===== config.mk =====
export PLATFORM = sky130hd
export DESIGN_NAME = instr_encoder_loader
export DESIGN_NICKNAME = d
export VERILOG_FILES = /design/src/rtl/instr_encoder_loader.sv
export SDC_FILE = /design/constraint.sdc
export NUM_CORES = 1
export LEC_CHECK = 0
export ABC_AREA = 1
export CAP_MARGIN = 25
export CORE_MARGIN = 1
export CORE_UTILIZATION = 42
export CTS_CLUSTER_DIAMETER = 80
export CTS_CLUSTER_SIZE = 10
export DETAILED_ROUTE_END_ITERATION = 12
export PLACE_DENSITY = 0.88
export SLEW_MARGIN = 20
export SYNTH_ARGS = -nofsm -noshare
export SYNTH_HDL_FRONTEND = slang
export SYNTH_SLANG_ARGS = --single-unit

===== constraint.sdc =====
create_clock -name clk -period 1.68 [get_ports clk]
set_clock_uncertainty 0.05 [all_clocks]
set_input_delay 0.336 -clock clk [delete_from_list [all_inputs] [get_ports clk]]
set_output_delay 0.336 -clock clk [all_outputs]
set_load 0.005 [all_outputs]

===== src/rtl/instr_encoder_loader.sv =====
// Encodes symbolic MIPS instructions and loads the resulting words into
// instruction memory at consecutive addresses through a hold-until-ack port.
module instr_encoder_loader #(
   parameter int ADDR_W = 8
) (
   input  logic              clk,
   input  logic              rst,
   input  logic              start,
   input  logic              finish,
   input  logic              in_valid,
   output logic              in_ready,
   input  logic [3:0]        in_kind,
   input  logic [4:0]        in_rs,
   input  logic [4:0]        in_rt,
   input  logic [4:0]        in_rd,
   input  logic [25:0]       in_imm,
   output logic              mem_we,
   output logic [ADDR_W-1:0] mem_addr,
   output logic [31:0]       mem_wdata,
   input  logic              mem_ack,
   output logic              busy,
   output logic              done,
   output logic              err,
   output logic [ADDR_W:0]   count
);

   typedef enum logic [1:0] {
      IDLE,
      LOAD,
      WRITE,
      DONE
   } state_t;

   localparam logic [ADDR_W:0] DEPTH = {1'b1, {ADDR_W{1'b0}}};

   state_t      state;
   logic        finish_pending;
   logic        accept;
   logic        kind_legal;
   logic [31:0] encoded;

   assign in_ready   = (state == LOAD) && (count < DEPTH);
   assign accept     = in_valid && in_ready;
   assign kind_legal = (in_kind <= 4'd8);

   // R-type words carry op 0 and select the ALU operation through funct.
   always_comb begin
      encoded = 32'd0;
      case (in_kind)
         4'd0:    encoded = {6'h00, in_rs, in_rt, in_rd, 5'd0, 6'h20};
         4'd1:    encoded = {6'h00, in_rs, in_rt, in_rd, 5'd0, 6'h22};
         4'd2:    encoded = {6'h00, in_rs, in_rt, in_rd, 5'd0, 6'h24};
         4'd3:    encoded = {6'h00, in_rs, in_rt, in_rd, 5'd0, 6'h25};
         4'd4:    encoded = {6'h00, in_rs, in_rt, in_rd, 5'd0, 6'h2A};
         4'd5:    encoded = {6'h23, in_rs, in_rt, in_imm[15:0]};
         4'd6:    encoded = {6'h2B, in_rs, in_rt, in_imm[15:0]};
         4'd7:    encoded = {6'h04, in_rs, in_rt, in_imm[15:0]};
         4'd8:    encoded = {6'h02, in_imm};
         default: encoded = 32'd0;
      endcase
   end

   // A finish seen in LOAD with a beat, or anywhere during WRITE, is held
   // until the outstanding word has been acknowledged.
   always_ff @(posedge clk or posedge rst) begin
      if (rst) begin
         state          <= IDLE;
         mem_we         <= 1'b0;
         mem_addr       <= '0;
         mem_wdata      <= 32'd0;
         busy           <= 1'b0;
         done           <= 1'b0;
         err            <= 1'b0;
         count          <= '0;
         finish_pending <= 1'b0;
      end else begin
         done <= 1'b0;
         case (state)
            IDLE: begin
               if (start) begin
                  state          <= LOAD;
                  busy           <= 1'b1;
                  count          <= '0;
                  err            <= 1'b0;
                  finish_pending <= 1'b0;
               end
            end
            LOAD: begin
               if (accept && kind_legal) begin
                  state          <= WRITE;
                  mem_we         <= 1'b1;
                  mem_addr       <= count[ADDR_W-1:0];
                  mem_wdata      <= encoded;
                  finish_pending <= finish;
               end else begin
                  if (accept) begin
                     err <= 1'b1;
                  end
                  if (finish) begin
                     state <= DONE;
                     done  <= 1'b1;
                  end
               end
            end
            WRITE: begin
               if (mem_ack) begin
                  mem_we <= 1'b0;
                  count  <= count + (ADDR_W+1)'(1);
                  if (finish_pending || finish) begin
                     state <= DONE;
                     done  <= 1'b1;
                  end else begin
                     state <= LOAD;
                  end
               end else if (finish) begin
                  finish_pending <= 1'b1;
               end
            end
            DONE: begin
               state          <= IDLE;
               busy           <= 1'b0;
               finish_pending <= 1'b0;
            end
            default: begin
               state <= IDLE;
               busy  <= 1'b0;
            end
         endcase
      end
   end

endmodule


==> flow_metrics.env, run 1 <==
export IMPL_fmax_mhz=609.0
export IMPL_synth_edf_count=0
export IMPL_synth_flop_cell="dfrtp_1"
export IMPL_viasPerCell=5.069
export IMPL_dieArea_um2=7800
export IMPL_areaGrowthSynthToFinish_pct=50.18
export IMPL_end_kind="output pin"
export IMPL_final_setup_worst_slack_ns=0.03794
export IMPL_path_cells="clkdlybuf4s50_1"
export IMPL_worstReg2RegEnd="count[4]$_DFFE_PP0P_"
export IMPL_antenna_cells_inserted=0
export IMPL_syn_area_um2=3129
export IMPL_syn_inst=449
export IMPL_grt_max_degree=55
export IMPL_totalNegativeSetupSlack_ns=0
export IMPL_final_nets=637
export IMPL_worstPathRequired_ns=1.29
export IMPL_worst_path_buf_inv=1
export IMPL_initialDrtViolationCount=221
export IMPL_routedWlPerCell_um=13.39
export IMPL_ys_seq_area_share_pct=43.18
export IMPL_dpl_cell_count=662
export IMPL_min_period_ns=1.642
export IMPL_final_cells=680
export IMPL_clk_pin_slew_ns=0.10
export IMPL_cts_hold_buf=0
export IMPL_critPathMaxStageDelay_ns=0.52
export IMPL_synth_common_cells="nand2_1, nand3_1, dfrtp_1"
export IMPL_die_w_um=88.32
export IMPL_ant_nets=0
export IMPL_die_h_um=88.32
export IMPL_worstPathArrival_ns=1.26
export IMPL_ioPinCount=105
export IMPL_cellLeakagePower_nw=2.424
export IMPL_crit_type="reg -> out"
export IMPL_hp_class="in -> async"
export IMPL_cts_path_max_buffers=2
export IMPL_async_reset_ff_share_pct=100.0
export IMPL_netlist_area_leader_share_pct=43.18
export IMPL_synth_most_common_cell="nand2_1"
export IMPL_ir_worst_vdd_uv=700.1
export IMPL_overflow=0
export IMPL_drtPass1Iterations=5
export IMPL_dp_slack_ns=-0.1880
export IMPL_syn_num_nets=506
export IMPL_antenna_found_initial=0
export IMPL_port_buffers=103
export IMPL_ys_warn_count=0
export IMPL_drc_errors=0
export IMPL_htree_levels=2
export IMPL_status="finished clean"
export IMPL_critPathTopFamily="buffers and inverters"
export IMPL_cp_max_fo=4
export IMPL_synth_cell_type_count=23
export IMPL_wl_um=9105
export IMPL_period_share_pct=97.74
export IMPL_hold_viol=0
export IMPL_clock_latency_ns=0.30
export IMPL_cts_root_buffer="clkbuf_8"
export IMPL_start_util_pct=43.37
export IMPL_slew_viol_final=0
export IMPL_setup_violations=0
export IMPL_vias=3447
export IMPL_r2r_slack_ns=0.05
export IMPL_synth_area_leaders="dfrtp_1, nand2_1, nand3_1"
export IMPL_power_density_nw_per_um2=1195
export IMPL_grt_first_pass_wirelength_um=14310
export IMPL_cts_tree="built"
export IMPL_drv_cap=0
export IMPL_avgSynthCellArea_um2=6.969
export IMPL_ys_ff_latch=54
export IMPL_globalplace_congestion=0.8676
export IMPL_drive_above_1_share_pct=12.91
export IMPL_cp_start_kind="flip-flop"
export IMPL_first_global_vias=3237
export IMPL_cts_buffers=5
export IMPL_dp_hpwl_um=6508
export IMPL_r2r_start="state[0]$_DFFE_PP0P_"
export IMPL_gr_usage_all_layers_pct=23.38
export IMPL_cts_sinks=54
export IMPL_core_area_um2=7214
export IMPL_synth_top_area_cell="dfrtp_1"
export IMPL_cp_slowest_cell="clkdlybuf4s50_1"
export IMPL_rr_worst_depth=8
export IMPL_rows=31
## layout make-up
cell class,instances,area (um^2)
fill,617,2515
multi-input combinational,332,1554
clock buffer,6,72.57
inverter,41,160.2
sequential,54,1355
clock inverter,2,37.54
timing repair buffer,146,1396
tap,99,123.9
## state kept, by name (all words and copies together), names as in the netlist
name / flops
mem_wdata: 30
mem_we: 1
count: 9
err: 1
finish_pending: 1
mem_addr: 8
busy: 1
done: 1
state: 2
## cells by family (layout without fill, tap and decap cells)
logic type	after synthesis	in the layout	share of synthesized area, %
AOI/OAI and AO/OA	33	33	5.798
and+or+nand+nor	292	292	38.94
other	1	1	0.1198
buffers and inverters	63	195	9.556
adders and majority gates	6	6	2.399
DFF	54	54	43.18
## per-stage QoR
step	cell area [um^2]	hold slack [ns]	total power (W)	utilization [%]
floorplan	3133	0.3538	0.003066	-
global placement	4428	0.4089	0.004399	61.38
detailed placement	4428	0.4138	0.004515	61.38
CTS	4566	0.4027	0.005452	63.28
global route	4700	0.4019	0.005981	65.14
finish	4700	0.3844	0.005618	65.14
## report_power, final
| group | switching [W] | internal (W) |
|---|---|---|
| logic | 0.00130 | 0.00147 |
| clock network | 0.000432 | 0.000445 |
| registers | 0.000265 | 0.00171 |
| total | 0.00199 | 0.00362 |
## per-layer routing
metal	share of wire, %	routed length [um]	vias to the layer above	GRT usage [%]
met5	0	0	-	0
met4	1.4	127	0	6.452
met3	7.0	633	15	5.037
met2	51	4617	157	42.45
met1	41	3726	1597	27.85
li1	-	-	1678	-
## worst max path at each step
stage                              start              endpoint  slack, ns  cells past startpoint
finish              count[1]$_DFFE_PP0P_              count[1]       0.04                      1
global route        state[0]$_DFFE_PP0P_  count[4]$_DFFE_PP0P_      -0.02                      8
CTS                 state[1]$_DFFE_PP0P_              in_ready     0.0008                      5
detailed placement            in_kind[1]  state[1]$_DFFE_PP0P_      -0.19                     10
global placement              in_kind[3]    mem_we$_DFFE_PP0P_      -0.12                     11
floorplan           state[0]$_DFFE_PP0P_  count[5]$_DFFE_PP0P_       0.09                      9
## cell usage in the layout (no fill, tap or decap), drive strengths merged
master	netlist	layout
o21bai	1	1
o21ai	27	27
ha	6	6
nand2	190	190
dfrtp	54	54
a21oi	4	4
conb	1	1
buf	20	44
inv	41	40
nor2	23	23
a22oi	1	1
clkbuf	2	6
clkdlybuf4s50	0	101
dlymetal6s2s	0	1
bufinv	0	1
clkinvlp	0	2
nand4	9	9
nand3	69	69
nor3	1	1
## timing repair
item | 4_1_cts | 5_1_grt
buffers inserted | 2 | 8
endpoints found under the setup margin | 9 | 58
resized for setup | 9 | 25
pin swaps | 0 | 2
endpoints found under the hold margin | 0 | 0
(Power assumes the default switching activity.)
==> inputs of run 2 (changes only) <==
--- a/config.mk
+++ b/config.mk
@@ -10,4 +10,5 @@
 export CORE_MARGIN = 1
 export CORE_UTILIZATION = 42
+export CTS_BUF_LIST = sky130_fd_sc_hd__clkbuf_16
 export CTS_CLUSTER_DIAMETER = 80
 export CTS_CLUSTER_SIZE = 10
==> constraint.sdc (replaced) <==
create_clock -name clk -period 1.68 [get_ports clk]
set_clock_uncertainty 0.05 [all_clocks]
set_input_delay 0.168 -clock clk [delete_from_list [all_inputs] [get_ports clk]]
set_output_delay 0.168 -clock clk [all_outputs]
set_load 0.005 [all_outputs]
==> run 2 against run 1 <==
Net effect: wire length shrank 6.0%; critical endpoint is now in_ready; highest routed layer unchanged; via count decreased by 3.3%; sequential cell count did not move.
==> flow_metrics.env, run 2 (synthesis gave the netlist of run 1 again) <==
export IMPL_viasPerCell=5.020
export IMPL_die_h_um=88.32
export IMPL_fmax_mhz=607.3
export IMPL_first_global_vias=3089
export IMPL_final_common_cell="nand2_1"
export IMPL_drv_cap=0
export IMPL_antenna_cells_inserted=0
export IMPL_grt_max_degree=55
export IMPL_end_kind="output pin"
export IMPL_overflow=0
export IMPL_slew_viol_final=0
export IMPL_ir_worst_vdd_uv=638.8
export IMPL_dp_slack_ns=-0.06519
export IMPL_setup_violations=0
export IMPL_critPathMaxStageDelay_ns=0.40
export IMPL_final_setup_worst_slack_ns=0.03340
export IMPL_r2r_start="state[0]$_DFFE_PP0P_"
export IMPL_final_nets=621
export IMPL_ant_nets=0
export IMPL_cts_buffers=5
export IMPL_p_sw_share_pct=33.82
export IMPL_htree_levels=2
export IMPL_path_cells="buf_4, ha_4, inv_1, nor2_1, dlygate4sd2_1"
export IMPL_dieArea_um2=7800
export IMPL_nFillCells=628
export IMPL_rows=31
export IMPL_final_cell_mix="nand2_1, clkdlybuf4s50_1, nand3_1"
export IMPL_clk_pin_slew_ns=0.07
export IMPL_cts_sinks=54
export IMPL_hold_viol=0
export IMPL_power_frac_comb_pct=45.9
export IMPL_cp_slowest_cell="dfrtp_1"
export IMPL_crit_type="reg -> out"
export IMPL_p_sw_w=0.001968
export IMPL_ioPinCount=105
export IMPL_drive_above_1_share_pct=9.558
export IMPL_initialDrtViolationCount=156
export IMPL_critical_path_startpoint="state[0]$_DFFE_PP0P_"
export IMPL_start_util_pct=43.37
export IMPL_vias=3333
export IMPL_cellLeakagePower_nw=2.354
export IMPL_gr_usage_all_layers_pct=22.35
export IMPL_regMostFlops="mem_wdata"
export IMPL_min_period_ns=1.647
export IMPL_port_buffers=103
export IMPL_cp_max_fo=5
export IMPL_drc_errors=0
export IMPL_antenna_found_initial=0
export IMPL_dp_hpwl_um=6227
export IMPL_hp_class="in -> async"
export IMPL_power_density_nw_per_um2=1255
export IMPL_die_w_um=88.32
export IMPL_routedWlPerCell_um=12.89
export IMPL_largest_register_ffs=30
export IMPL_multi_input_area_um2=1548
export IMPL_wl_um=8557
export IMPL_cts_path_max_buffers=2
export IMPL_post_layout_total_power_w=0.005819
export IMPL_grt_first_pass_wirelength_um=13710
export IMPL_cts_root_buffer="clkbuf_16"
export IMPL_drtPass1Iterations=4
export IMPL_worstPathArrival_ns=1.43
export IMPL_worstPathRequired_ns=1.46
export IMPL_reg_largest_list="mem_wdata x30, count x9, mem_addr x8"
export IMPL_period_share_pct=98.01
export IMPL_status="finished clean"
export IMPL_cp_start_kind="flip-flop"
export IMPL_clock_latency_ns=0.29
export IMPL_internal_power_w=0.003851
export IMPL_clkPwrFrac_pct=19.9
export IMPL_cts_tree="built"
export IMPL_core_area_um2=7214
export IMPL_areaGrowthSynthToFinish_pct=48.18
export IMPL_globalplace_congestion=0.8869
export IMPL_seqPwrFrac_pct=34.3
export IMPL_ff_latch_area_um2=1351
[run 2: cell count changes in the layout (fill, tap and decap cells not counted), moves of 2 or more]
cell and delta:
clkbuf_8 -5, buf_4 -17, clkbuf_16 +5, inv_2 +2
dfrtp_1 +3, dfrtp_2 -3, nand2_4 -3
[run 2: path summary, 6_finish.rpt]
path	depth (start not counted)	end	slack, ns
worst max-delay path	5	in_ready	0.03
worst min-delay path	3	mem_wdata[18]$_DFFE_PP0P_	0.19
worst max register to register	9	count[3]$_DFFE_PP0P_	0.06
worst min register to register	2	mem_addr[5]$_DFFE_PP0P_	0.44
max in group asynchronous	3	mem_wdata[14]$_DFFE_PP0P_	1.13
min in group clk	3	mem_wdata[8]$_DFFE_PP0P_	0.38
[run 2: area by class of cell]
| cell class | instances | area share (%) |
|---|---|---|
| clock buffer | 5 | 2.698 |
| clock inverter | 3 | 0.8904 |
| inverter | 41 | 3.400 |
| multi-input combinational | 332 | 33.38 |
| sequential | 54 | 29.14 |
| tap | 99 | 2.671 |
| timing repair buffer | 130 | 27.82 |
[run 2: repair_timing]
item,in CTS,in global routing
pin swaps,0,2
setup buffers,3,0
hold buffers,0,0
resized for setup,6,17
setup endpoints to repair,41,50
cloned,0,0
[run 2: stage by stage]
stage                     hold slack (ns)  cell area, um^2  std cells  setup TNS, ns  util (%)
after floorplan                    0.2561             3129        449              0         -
after global placement             0.4094             4369        653        -0.1565     60.56
after detailed placement           0.4164             4369        653        -0.7624     60.56
after CTS                          0.2125             4573        664              0     63.39
after global routing               0.2459             4637        664       -0.02297     64.27
final                              0.1924             4637        664              0     64.27
[run 2: layer usage]
layer  wire, um  up-vias  GRT usage (%)
met5          0        -              0
met4        203        0          8.065
met3        390       19          4.291
met2       4329      113          38.46
met1       3634     1554          27.96
li1           -     1647              -
[run 2: power groups by stage]
| stage | clock network, W | logic [W] | registers, W |
|---|---|---|---|
| final | 0.00116 | 0.00267 | 0.00199 |
| after global routing | 0.00123 | 0.00294 | 0.00204 |
| after CTS | 0.00117 | 0.00253 | 0.00199 |
| after detailed placement | 0 | 0.00243 | 0.00200 |
| after global placement | 0 | 0.00236 | 0.00200 |
| after floorplan | 0 | 0.00107 | 0.00200 |
[run 2: critical path: cells and delay by family, from the launching register on]
kind	cells	cell delay (ns)
adder cells (fa/ha/maj)	1	0.17
AND/OR/NAND/NOR	1	0.05
flip-flops	1	0.40
buffers and inverters	3	0.51
